## config.mk

```make
export PLATFORM = sky130hd
export DESIGN_NAME = mem_arbiter
export DESIGN_NICKNAME = d
export VERILOG_FILES = /design/src/rtl/mem_arbiter.sv
export SDC_FILE = /design/constraint.sdc
export NUM_CORES = 1
export LEC_CHECK = 0
export ABC_AREA = 1
export ABC_CLOCK_PERIOD_IN_PS = 1200
export BUFFER_PORTS_ARGS = -buffer_cell sky130_fd_sc_hd__buf_2
export CORE_AREA = 2 2 103 105
export CTS_BUF_LIST = sky130_fd_sc_hd__clkbuf_8
export DETAILED_ROUTE_END_ITERATION = 16
export DIE_AREA = 0 0 105 107
export PLACE_DENSITY = 0.78
export SYNTH_ARGS = -nofsm -noshare
export SYNTH_HDL_FRONTEND = slang
export SYNTH_SLANG_ARGS = --single-unit
```

## constraint.sdc

```tcl
create_clock -name clk -period 1.2 [get_ports clk]
set_input_delay 0.06 -clock clk [delete_from_list [all_inputs] [get_ports clk]]
set_output_delay 0.06 -clock clk [all_outputs]
set_load 0.05 [all_outputs]
```

## src/rtl/mem_arbiter.sv

```systemverilog
// Single-port memory arbiter between the fetch unit and the load/store unit.
// Data accesses have priority. A starvation guard forces a fetch grant after STARVE_LIMIT back-to-back data grants.
module mem_arbiter #(
  parameter int unsigned STARVE_LIMIT = 4,
  parameter int unsigned AW           = 32
) (
  input  logic          clk,
  input  logic          reset,
  input  logic          if_req,
  input  logic [AW-1:0] if_addr,
  output logic          if_gnt,
  output logic          if_rvalid,
  output logic [31:0]   if_rdata,
  input  logic          d_req,
  input  logic          d_we,
  input  logic [AW-1:0] d_addr,
  input  logic [31:0]   d_wdata,
  output logic          d_gnt,
  output logic          d_rvalid,
  output logic [31:0]   d_rdata,
  output logic [AW-1:0] mem_addr,
  output logic          mem_we,
  output logic [31:0]   mem_wdata,
  input  logic [31:0]   mem_rdata
);

  localparam int unsigned CW = $clog2(STARVE_LIMIT + 1);

  typedef enum logic {
    DPRI,
    FPRI
  } arbState_e;

  arbState_e       state;
  arbState_e       stateNext;
  logic [CW-1:0]   starveCnt;
  logic [CW-1:0]   starveCntNext;
  logic            ifGrant;
  logic            dGrant;
  logic            ifRvalidQ;
  logic            dRvalidQ;
  logic [31:0]     ifRdataQ;
  logic [31:0]     dRdataQ;

  always_ff @(posedge clk) begin
    if (reset) begin
      state     <= DPRI;
      starveCnt <= '0;
    end else begin
      state     <= stateNext;
      starveCnt <= starveCntNext;
    end
  end

  always_comb begin
    ifGrant       = 1'b0;
    dGrant        = 1'b0;
    stateNext     = state;
    starveCntNext = starveCnt;

    if (!reset) begin
      unique case (state)
        DPRI: begin
          if (d_req)       dGrant  = 1'b1;
          else if (if_req) ifGrant = 1'b1;
        end
        FPRI: begin
          if (if_req)      ifGrant = 1'b1;
          else if (d_req)  dGrant  = 1'b1;
        end
        default: ;
      endcase
    end

    if (ifGrant || !if_req) starveCntNext = '0;
    else if (dGrant)        starveCntNext = starveCnt + CW'(1);

    // FPRI is entered on the same edge the counter reaches the limit.
    unique case (state)
      DPRI:    if (starveCntNext == CW'(STARVE_LIMIT)) stateNext = FPRI;
      FPRI:    if (ifGrant || !if_req)                 stateNext = DPRI;
      default: stateNext = DPRI;
    endcase
  end

  assign if_gnt    = ifGrant;
  assign d_gnt     = dGrant;
  assign mem_addr  = ifGrant ? if_addr : (dGrant ? d_addr : '0);
  assign mem_we    = dGrant & d_we;
  assign mem_wdata = dGrant ? d_wdata : '0;

  always_ff @(posedge clk) begin
    if (reset) begin
      ifRvalidQ <= 1'b0;
      dRvalidQ  <= 1'b0;
      ifRdataQ  <= '0;
      dRdataQ   <= '0;
    end else begin
      ifRvalidQ <= ifGrant;
      dRvalidQ  <= dGrant & ~d_we;
      if (ifGrant)          ifRdataQ <= mem_rdata;
      if (dGrant && !d_we)  dRdataQ  <= mem_rdata;
    end
  end

  // Responses are masked while reset is high so a read granted just before reset is dropped.
  assign if_rvalid = ifRvalidQ & ~reset;
  assign d_rvalid  = dRvalidQ & ~reset;
  assign if_rdata  = reset ? '0 : ifRdataQ;
  assign d_rdata   = reset ? '0 : dRdataQ;

endmodule

```

# Word level (Yosys, flattened, before mapping)
# Cells that the tools add are included.
totals:
  regBits: 70
  latch_bits: 0
  mem_bits_rw: 0
  rom_bits: 0
  in_bits: 133
  memories: 0
classes:
  n_addsub: 1
  n_mul: 0
  div_mod_pow: 0
  magnitude_cmp: 0
  eq_ne: 1
  shifts: 0
  mux: 18
  bitwise: 7
  n_reduce_logical: 4
op_table:
  columns: ["operator", "count"]
  rows:
  - ["$mux W32", 5]
  - ["$mux W1", 8]
  - ["$mux W3", 2]
  - ["$pmux W1 S2", 3]
  - ["$and A1 B1 Y1", 4]
  - ["$add A3 B1 Y3 const B", 1]
  - ["$eq A3 B3 Y1 const B", 1]
  - ["$not A1 Y1", 3]
  - ["$logic_not A1 Y1", 2]
  - ["$logic_and A1 B1 Y1", 1]
  - ["$logic_or A1 B1 Y1", 1]

# Depth between registers and ports, before layout
# Gate-level depths: netlist of the first run.
logic_depth:
  word_depth: 9
  depth_mapped: 9

# Least setup slack after synthesis of the first run
# Ideal clock, no wire load.
synth_path:
  path_kind: "register -> output"
  start: "register state"
  end: "output port mem_addr[22]"
  arrival_ps: 1490
  required_time_ps: 1140
  slack_ps: -350
  stages_incl_launch_ff: 6
  path_cell_list: "dfxtp_1 -> nand2_1 -> nand3_4 -> inv_4 -> buf_2 -> a22o_1"
synth_via:
  elab_chain_cells: 5
synth_lines:
  columns: ["item", "line", "rtl"]
  rows:
  - ["from (decl)", "34", "arbState_e state;"]
  - ["from (signal assigned)", "50", "state <= stateNext;"]
  - ["$not A1 Y1", null, null]
  - ["$pmux W1 S2 *", "62", "unique case (state)"]
  - ["$mux W1 *", "61", "if (!reset) begin"]
  - ["via d_gnt", "18", "output logic d_gnt,"]
  - ["$mux W32 * (2 in series)", "88", "assign mem_addr = ifGrant ? if_addr : (dGrant ? d_addr : '0);"]
  - ["to (decl)", "21", "output logic [AW-1:0] mem_addr,"]
# The timed path passes the listed nets; every way through them passes the cells marked *.

# Worst setup path after layout of the first run
layout_path:
  start: "register state"
  end: "output port mem_addr[25]"
layout_via:
  elab_chain_cells: 5
layout_lines:
  columns: ["item", "line"]
  rows:
  - ["$not A1 Y1", null]
  - ["$pmux W1 S2", "62"]
  - ["$mux W1", "61"]
  - ["$mux W32", "88"]
  - ["$mux W32 *", "88"]
# Every way passes the cells marked *; elsewhere a longest branch is shown, timed or not.

==> impl_metrics.py, run 1 <==
metrics = {
    "worst_setup_path": {
        "worstPathArrival_ps": 1530,
        "worstPathMaxFanout": 7,
        "worst_setup_path_start_kind": "flop",
        "end_kind": "output pin",
        "cp_cell_sequence": "inv_2, nand2_4, nand3_4, clkinv_8, clkbuf_16, a22o_4, buf_8",
        "path_class": "flop to output pin",
        "critical-path-max-stage-delay_ps": 340,
        "cp_slowest_cell": "dfxtp_2",
        "cp.required_ps": 1140,
    },
    "outcome": {
        "status": "complete, but fails checks",
        "violations": "negative setup slack",
    },
    "synth": {
        "synth_commonest_cells": "nand2_1 (137), nor2_1 (135), inv_1 (107), dfxtp_1 (70)",
        "yosysMostFrequentCell": "nand2_1",
        "ys_async_sr_fraction_pct": 0,
        "synth_area_sq_mm": 0.00353,
        "synth_area_leaders": "dfxtp_1 (40%), nand2_1 (15%), nor2_1 (14%)",
        "synth_nets": 695,
        "netlist.area_leader.share_pct": 39.7,
        "yosys_register_bits": 70,
        "synth_edf_count": 0,
        "yosysTopAreaCell": "dfxtp_1",
        "ys_warn_count": 0,
        "yosys.cell_types.count": 21,
        "synthFlopType": "dfxtp_1",
        "netlist_instances": 561,
        "yosysSeqAreaShare_pct": 39.7,
        "avgSynthCellArea_sq_um": 6.28,
    },
    "clock_network": {
        "numCtsBuffers": 9,
        "insertion_delay_ps": 340,
        "cts.path.max_buffers": 2,
        "cts_tree": "yes",
        "cts_sinks": 70,
        "root_buffer": "clkbuf_8",
        "htree_levels": 3,
        "clk_pin_slew_ps": 70,
    },
    "power": {
        "power.density_mw_per_mm2": 970,
        "p_leak_nw": 4.16,
        "p_int_mw": 4.90,
        "peakVddDrop_v": 0.000785,
        "share_comb_of_total_power_pct": 33.3,
        "pwr-share-clk_pct": 32.8,
        "netSwitchingPower_mw": 2.39,
        "p_sw_share_pct": 32.7,
        "power_frac_seq_pct": 33.9,
    },
    "sta": {
        "drv_slew": 0,
        "hold-worst-slack_ps": 158,
        "period_share_pct": 133,
        "fin_crit_ps": 1590,
        "worst_slack_ps": -394,
        "fmax_ghz": 0.628,
        "finClkSkew_ps": 14.4,
        "relSlewSlack_pct": 70.1,
        "hold_viol": 0,
        "tightest_slew_ps": 449,
        "setup_viol": 120,
        "rsz0062_at_grt": "true",
    },
    "drt": {
        "drc": 0,
        "vias": 4830,
        "ant_nets": 0,
        "vias_per_cell": 4.66,
        "wl_mm": 16.6,
        "wl_per_cell_um": 16.1,
        "drt-initial-drc-count": 292,
        "dr.pass1.iters": 5,
    },
    "global_route": {
        "grt_use_met1_pct": 28.5,
        "grt-ovfl-total": 0,
        "grtUsageTotal_pct": 27.1,
        "busiest_layer": "met2",
        "use_met3_pct": 7.36,
        "use_met2_pct": 49.7,
        "grt_max_degree": 39,
        "antenna_found_initial": 1,
        "grt_pass1_wl_mm": 24.0,
        "first_global_vias": 4766,
    },
    "cells_and_area": {
        "nets": 1028,
        "multi_input_area_sq_mm": 0.00237,
        "syn2layout_area_growth_pct": 113,
        "n_fill_cell": 687,
        "layout-drive-gt1-share_pct": 55.4,
        "regArea_sq_mm": 0.00140,
    },
    "hold_path": {
        "hold_class": "input pin to flop",
    },
    "die": {
        "ios": 266,
        "start_util_pct": 34.9,
        "die_y_um": 107,
        "rows": 37,
        "coreArea_sq_mm": 0.0101,
        "die_width_um": 105,
        "die_area_sq_mm": 0.0112,
    },
    "placement": {
        "gp_congestion": 0.846,
        "port_buffers": 265,
        "dp_hpwl_mm": 10.1,
        "pre_cts_ws_ps": -165,
    },
    "job": {
        "maxCapViolations": 0,
    },
}
cell families after synthesis:
group                      share of synthesized area (%)
adders and majority gates                          0.355
buffers and inverters                               16.5
AOI/OAI and AO/OA                                   12.6
xor gates and xnor gates                           0.248
and+or+nand+nor                                     30.6
DFF                                                 39.7
layout by cell type, fill, tap and decap left out, drive strengths merged:
master and count:
o21ai 32, nand3 5, nand3b 1, a21oi 1, inv 110, diode 1
buf 306, clkbuf 28, nor3 1, ha 1, dlygate4sd3 32, dfxtp 70
bufinv 3, nand2 139, nor2 135, xor2 1, a22o 32, clkinv 2
final cells by class:
cell class,count,share of cell area (%)
repair buffers,355,38.4
clock inverters,5,1.38
flip-flops and latches,70,18.7
well taps,136,2.26
multi-input cells,348,31.5
inverters,110,5.76
clock buffers,11,2.01
diodes,1,0.0333
registers in the layout, indices dropped and copies added (netlist names):
name	count
dRdataQ	32
ifRdataQ	32
starveCnt	3
dRvalidQ	1
ifRvalidQ	1
state	1
path summary, 6_finish.rpt:
kind	from	end	slack [ps]	cells past startpoint
worst max-delay path	state	mem_addr[25]	-390	7
worst min-delay path	if_req	starveCnt[0]	160	5
worst max register to register	state	dRdataQ[23]	-240	10
worst min register to register	ifRdataQ[0]	ifRdataQ[0]	490	2
power by group through the flow:
stage          sequential, mW  clock [mW]  combinational [mW]
2_1_floorplan            2.52           0                1.23
3_3_place_gp             2.52           0                1.82
3_5_place_dp             2.52           0                1.83
4_1_cts                  2.47        2.42                2.25
5_1_grt                  2.48        2.52                2.55
6_report                 2.47        2.39                2.43
stage by stage:
step / instance area [sq um] / instances / setup TNS [ps] / utilization, % / total power, mW
after CTS: 7120 / 1032 / -25200 / 70.5 / 7.15
final: 7520 / 1036 / -28680 / 74.5 / 7.29
after global placement: 5620 / 964 / -3810 / 55.7 / 4.33
after detailed placement: 5620 / 964 / -7110 / 55.7 / 4.35
after floorplan: 3940 / 561 / -1710 / - / 3.74
after global routing: 7520 / 1036 / -37550 / 74.5 / 7.54
layer usage:
layer,up-vias,share of wire (%)
met5,-,0
met4,0,3.7
met3,46,7.4
met2,209,53
met1,2240,36
li1,2335,-
timing repair:
item / 4_1_cts / 5_1_grt
hold buffers: 32 / 0
resized for setup: 184 / 115
endpoints found under the hold margin: 63 / 0
cloned: 9 / 4
pin swaps: 7 / 22
setup buffers: 11 / 4
endpoints found under the setup margin: 116 / 150
critical path, delay by kind of cell, from the launching register on:
family,cells,cell delay [ps]
buf+inv,4,490
flops,1,340
compound gates,1,220
simple gates,2,160
No activity file was read; power rests on OpenSTA's default activity.
==> inputs of run 2 (changes only) <==
--- a/config.mk
+++ b/config.mk
@@ -7,12 +7,13 @@
 export LEC_CHECK = 0
 export ABC_AREA = 1
 export ABC_CLOCK_PERIOD_IN_PS = 1200
-export BUFFER_PORTS_ARGS = -buffer_cell sky130_fd_sc_hd__buf_2
+export BUFFER_PORTS_ARGS = -buffer_cell sky130_fd_sc_hd__buf_4
+export CAP_MARGIN = 0
 export CORE_AREA = 2 2 103 105
 export CTS_BUF_LIST = sky130_fd_sc_hd__clkbuf_8
 export DETAILED_ROUTE_END_ITERATION = 16
 export DIE_AREA = 0 0 105 107
-export PLACE_DENSITY = 0.78
+export PLACE_DENSITY_LB_ADDON = 0.25
 export SYNTH_ARGS = -nofsm -noshare
 export SYNTH_HDL_FRONTEND = slang
 export SYNTH_SLANG_ARGS = --single-unit
==> run 2 against run 1 <==
  * The run still ends with negative setup slack left
  * Routed wire length rose by 0.85%
  * Global-route usage fell by 1.7 points
  * Flip-flop and latch count did not move
  * Register-to-register slack got worse by 30 ps
  * Clock power fell by 27%
  * Critical path depth fell by 1
  * Final area rose by 4.7%
  * Worst setup slack improved by 29 ps
  * Clock skew fell by 7.6 ps
  * Sequential share of layout area fell by 0.85 points
  * Core utilization rose by 3.5 points
  * Critical path type unchanged
==> impl_metrics.py, run 2 (synthesized netlist as in run 1, its figures left out) <==
metrics = {
    "worst_setup_path": {
        "end_kind": "output pin",
        "crit_start": "state",
        "rr_startpoint": "state",
        "reg2reg_to": "dRdataQ[22]",
        "reg2reg_depth": 10,
        "worst_setup_path_start_kind": "flop",
        "cp.required_ps": 1140,
        "path_class": "flop to output pin",
        "setup.worst_path.end": "mem_addr[18]",
        "ff2ff_setup_slack_ps": -270,
        "worstPathArrival_ps": 1510,
        "worstPathMaxFanout": 10,
    },
    "cells_and_area": {
        "layout-drive-gt1-share_pct": 50.0,
        "multi_input_area_sq_mm": 0.00221,
        "post-route-util_pct": 78.0,
        "fin_cells": 1029,
        "syn2layout_area_growth_pct": 123,
        "nets": 1021,
        "layout_common_cells": "buf_4 (210), nand2_1 (117), inv_1 (105)",
        "regArea_sq_mm": 0.00140,
        "n_fill_cell": 639,
        "final_common_cell": "buf_4",
        "largest_registers": "dRdataQ: 32 flops, ifRdataQ: 32 flops, starveCnt: 3 flops",
        "final_cell_area_sq_mm": 0.00787,
    },
    "drt": {
        "drt-initial-drc-count": 190,
        "drc": 0,
        "wl_mm": 16.8,
        "vias": 4785,
        "vias_per_cell": 4.65,
        "wl_per_cell_um": 16.3,
        "dr.pass1.iters": 4,
        "ant_nets": 0,
    },
    "sta": {
        "tightest_slew_ps": 446,
        "fmax_ghz": 0.639,
        "rsz0062_at_grt": "true",
        "hold_viol": 0,
        "worst_slack_ps": -365,
        "drv_slew": 0,
        "setup_tns_ps": -30610,
        "fin_crit_ps": 1570,
        "relSlewSlack_pct": 70.2,
        "setup_viol": 118,
        "hold-worst-slack_ps": 124,
        "finClkSkew_ps": 6.72,
        "period_share_pct": 130,
    },
    "global_route": {
        "use_met3_pct": 7.42,
        "use_met2_pct": 47.6,
        "grt_pass1_wl_mm": 22.7,
        "grtUsageTotal_pct": 25.4,
        "grt_max_degree": 39,
        "grt-ovfl-total": 0,
        "antenna_found_initial": 1,
        "grt_use_met1_pct": 26.3,
        "first_global_vias": 4637,
        "busiest_layer": "met2",
    },
    "outcome": {
        "status": "complete, but fails checks",
        "violations": "negative setup slack",
    },
    "clock_network": {
        "cts_tree": "yes",
        "clk_pin_slew_ps": 70,
        "htree_levels": 3,
        "root_buffer": "clkbuf_8",
        "insertion_delay_ps": 340,
        "cts_sinks": 70,
        "numCtsBuffers": 9,
        "cts.path.max_buffers": 2,
    },
    "die": {
        "start_util_pct": 34.9,
        "die_area_sq_mm": 0.0112,
        "die_y_um": 107,
        "coreArea_sq_mm": 0.0101,
        "rows": 37,
        "ios": 266,
        "die_width_um": 105,
    },
    "power": {
        "power.total_mw": 6.79,
        "peakVddDrop_v": 0.000825,
        "power.density_mw_per_mm2": 862,
        "p_leak_nw": 4.27,
    },
    "placement": {
        "placed_area_sq_mm": 0.00620,
        "port_buffers": 265,
        "dp_hpwl_mm": 10.4,
        "pre_cts_ws_ps": -126,
        "dp_cells": 950,
        "gp_congestion": 0.878,
    },
    "job": {
        "maxCapViolations": 0,
    },
    "hold_path": {
        "min_path_cells": 5,
        "hold_class": "input pin to flop",
    },
}
run 2: cell count changes in the layout (fill, tap and decap cells not counted), sizes merged:
cell,previous run,this run
clkbuf,28,19
bufinv,3,0
clkinvlp,0,3
inv,110,112
buf,306,307
clkinv,2,1
run 2: routing by layer:
metal | share of wire [%] | routed length, um | vias up
met3 | 7.6 | 1270 | 56
met1 | 36 | 5960 | 2185
met4 | 4.1 | 690 | 0
li1 | - | - | 2319
met5 | 0 | 0 | -
met2 | 53 | 8850 | 225
run 2: worst min-delay path by stage:
stage                     slack (ps)      endpoint     startpoint
after floorplan                  170   ifRdataQ[0]   mem_rdata[0]
after global placement           270  ifRdataQ[13]  mem_rdata[13]
after detailed placement         280  ifRdataQ[25]  mem_rdata[25]
after CTS                          8     ifRvalidQ         if_req
after global routing             120     ifRvalidQ         if_req
final                            120         state         if_req
run 2: area by class of cell:
class	count	share of cell area, %
Timing Repair Buffer	348	44.2
Multi-Input combinational cell	348	28.0
Sequential cell	70	17.8
Inverter	110	5.43
Tap cell	136	2.16
Clock buffer	10	1.75
Clock inverter	6	0.572
Antenna cell	1	0.0318
run 2: what timing repair did:
action,4_1_cts,5_1_grt
endpoints found under the setup margin,112,146
buffers inserted,8,11
hold buffers,32,0
pin swaps,3,9
gates cloned,2,14
endpoints found under the hold margin,64,0
resized for setup,97,117
run 2: report_power, final:
| group | switching [mW] | leakage [nW] | internal (mW) |
|---|---|---|---|
| clock network | 0.926 | 0.0853 | 0.816 |
| logic | 1.44 | 3.61 | 1.13 |
| registers | 0.0316 | 0.573 | 2.44 |
run 2: critical path: stages (launching register included):
cell and delay (ps):
dfxtp_2 350, nand2_2 80, nand3_4 110, inv_8 60, buf_12 150, a22o_4 260
buf_6 150
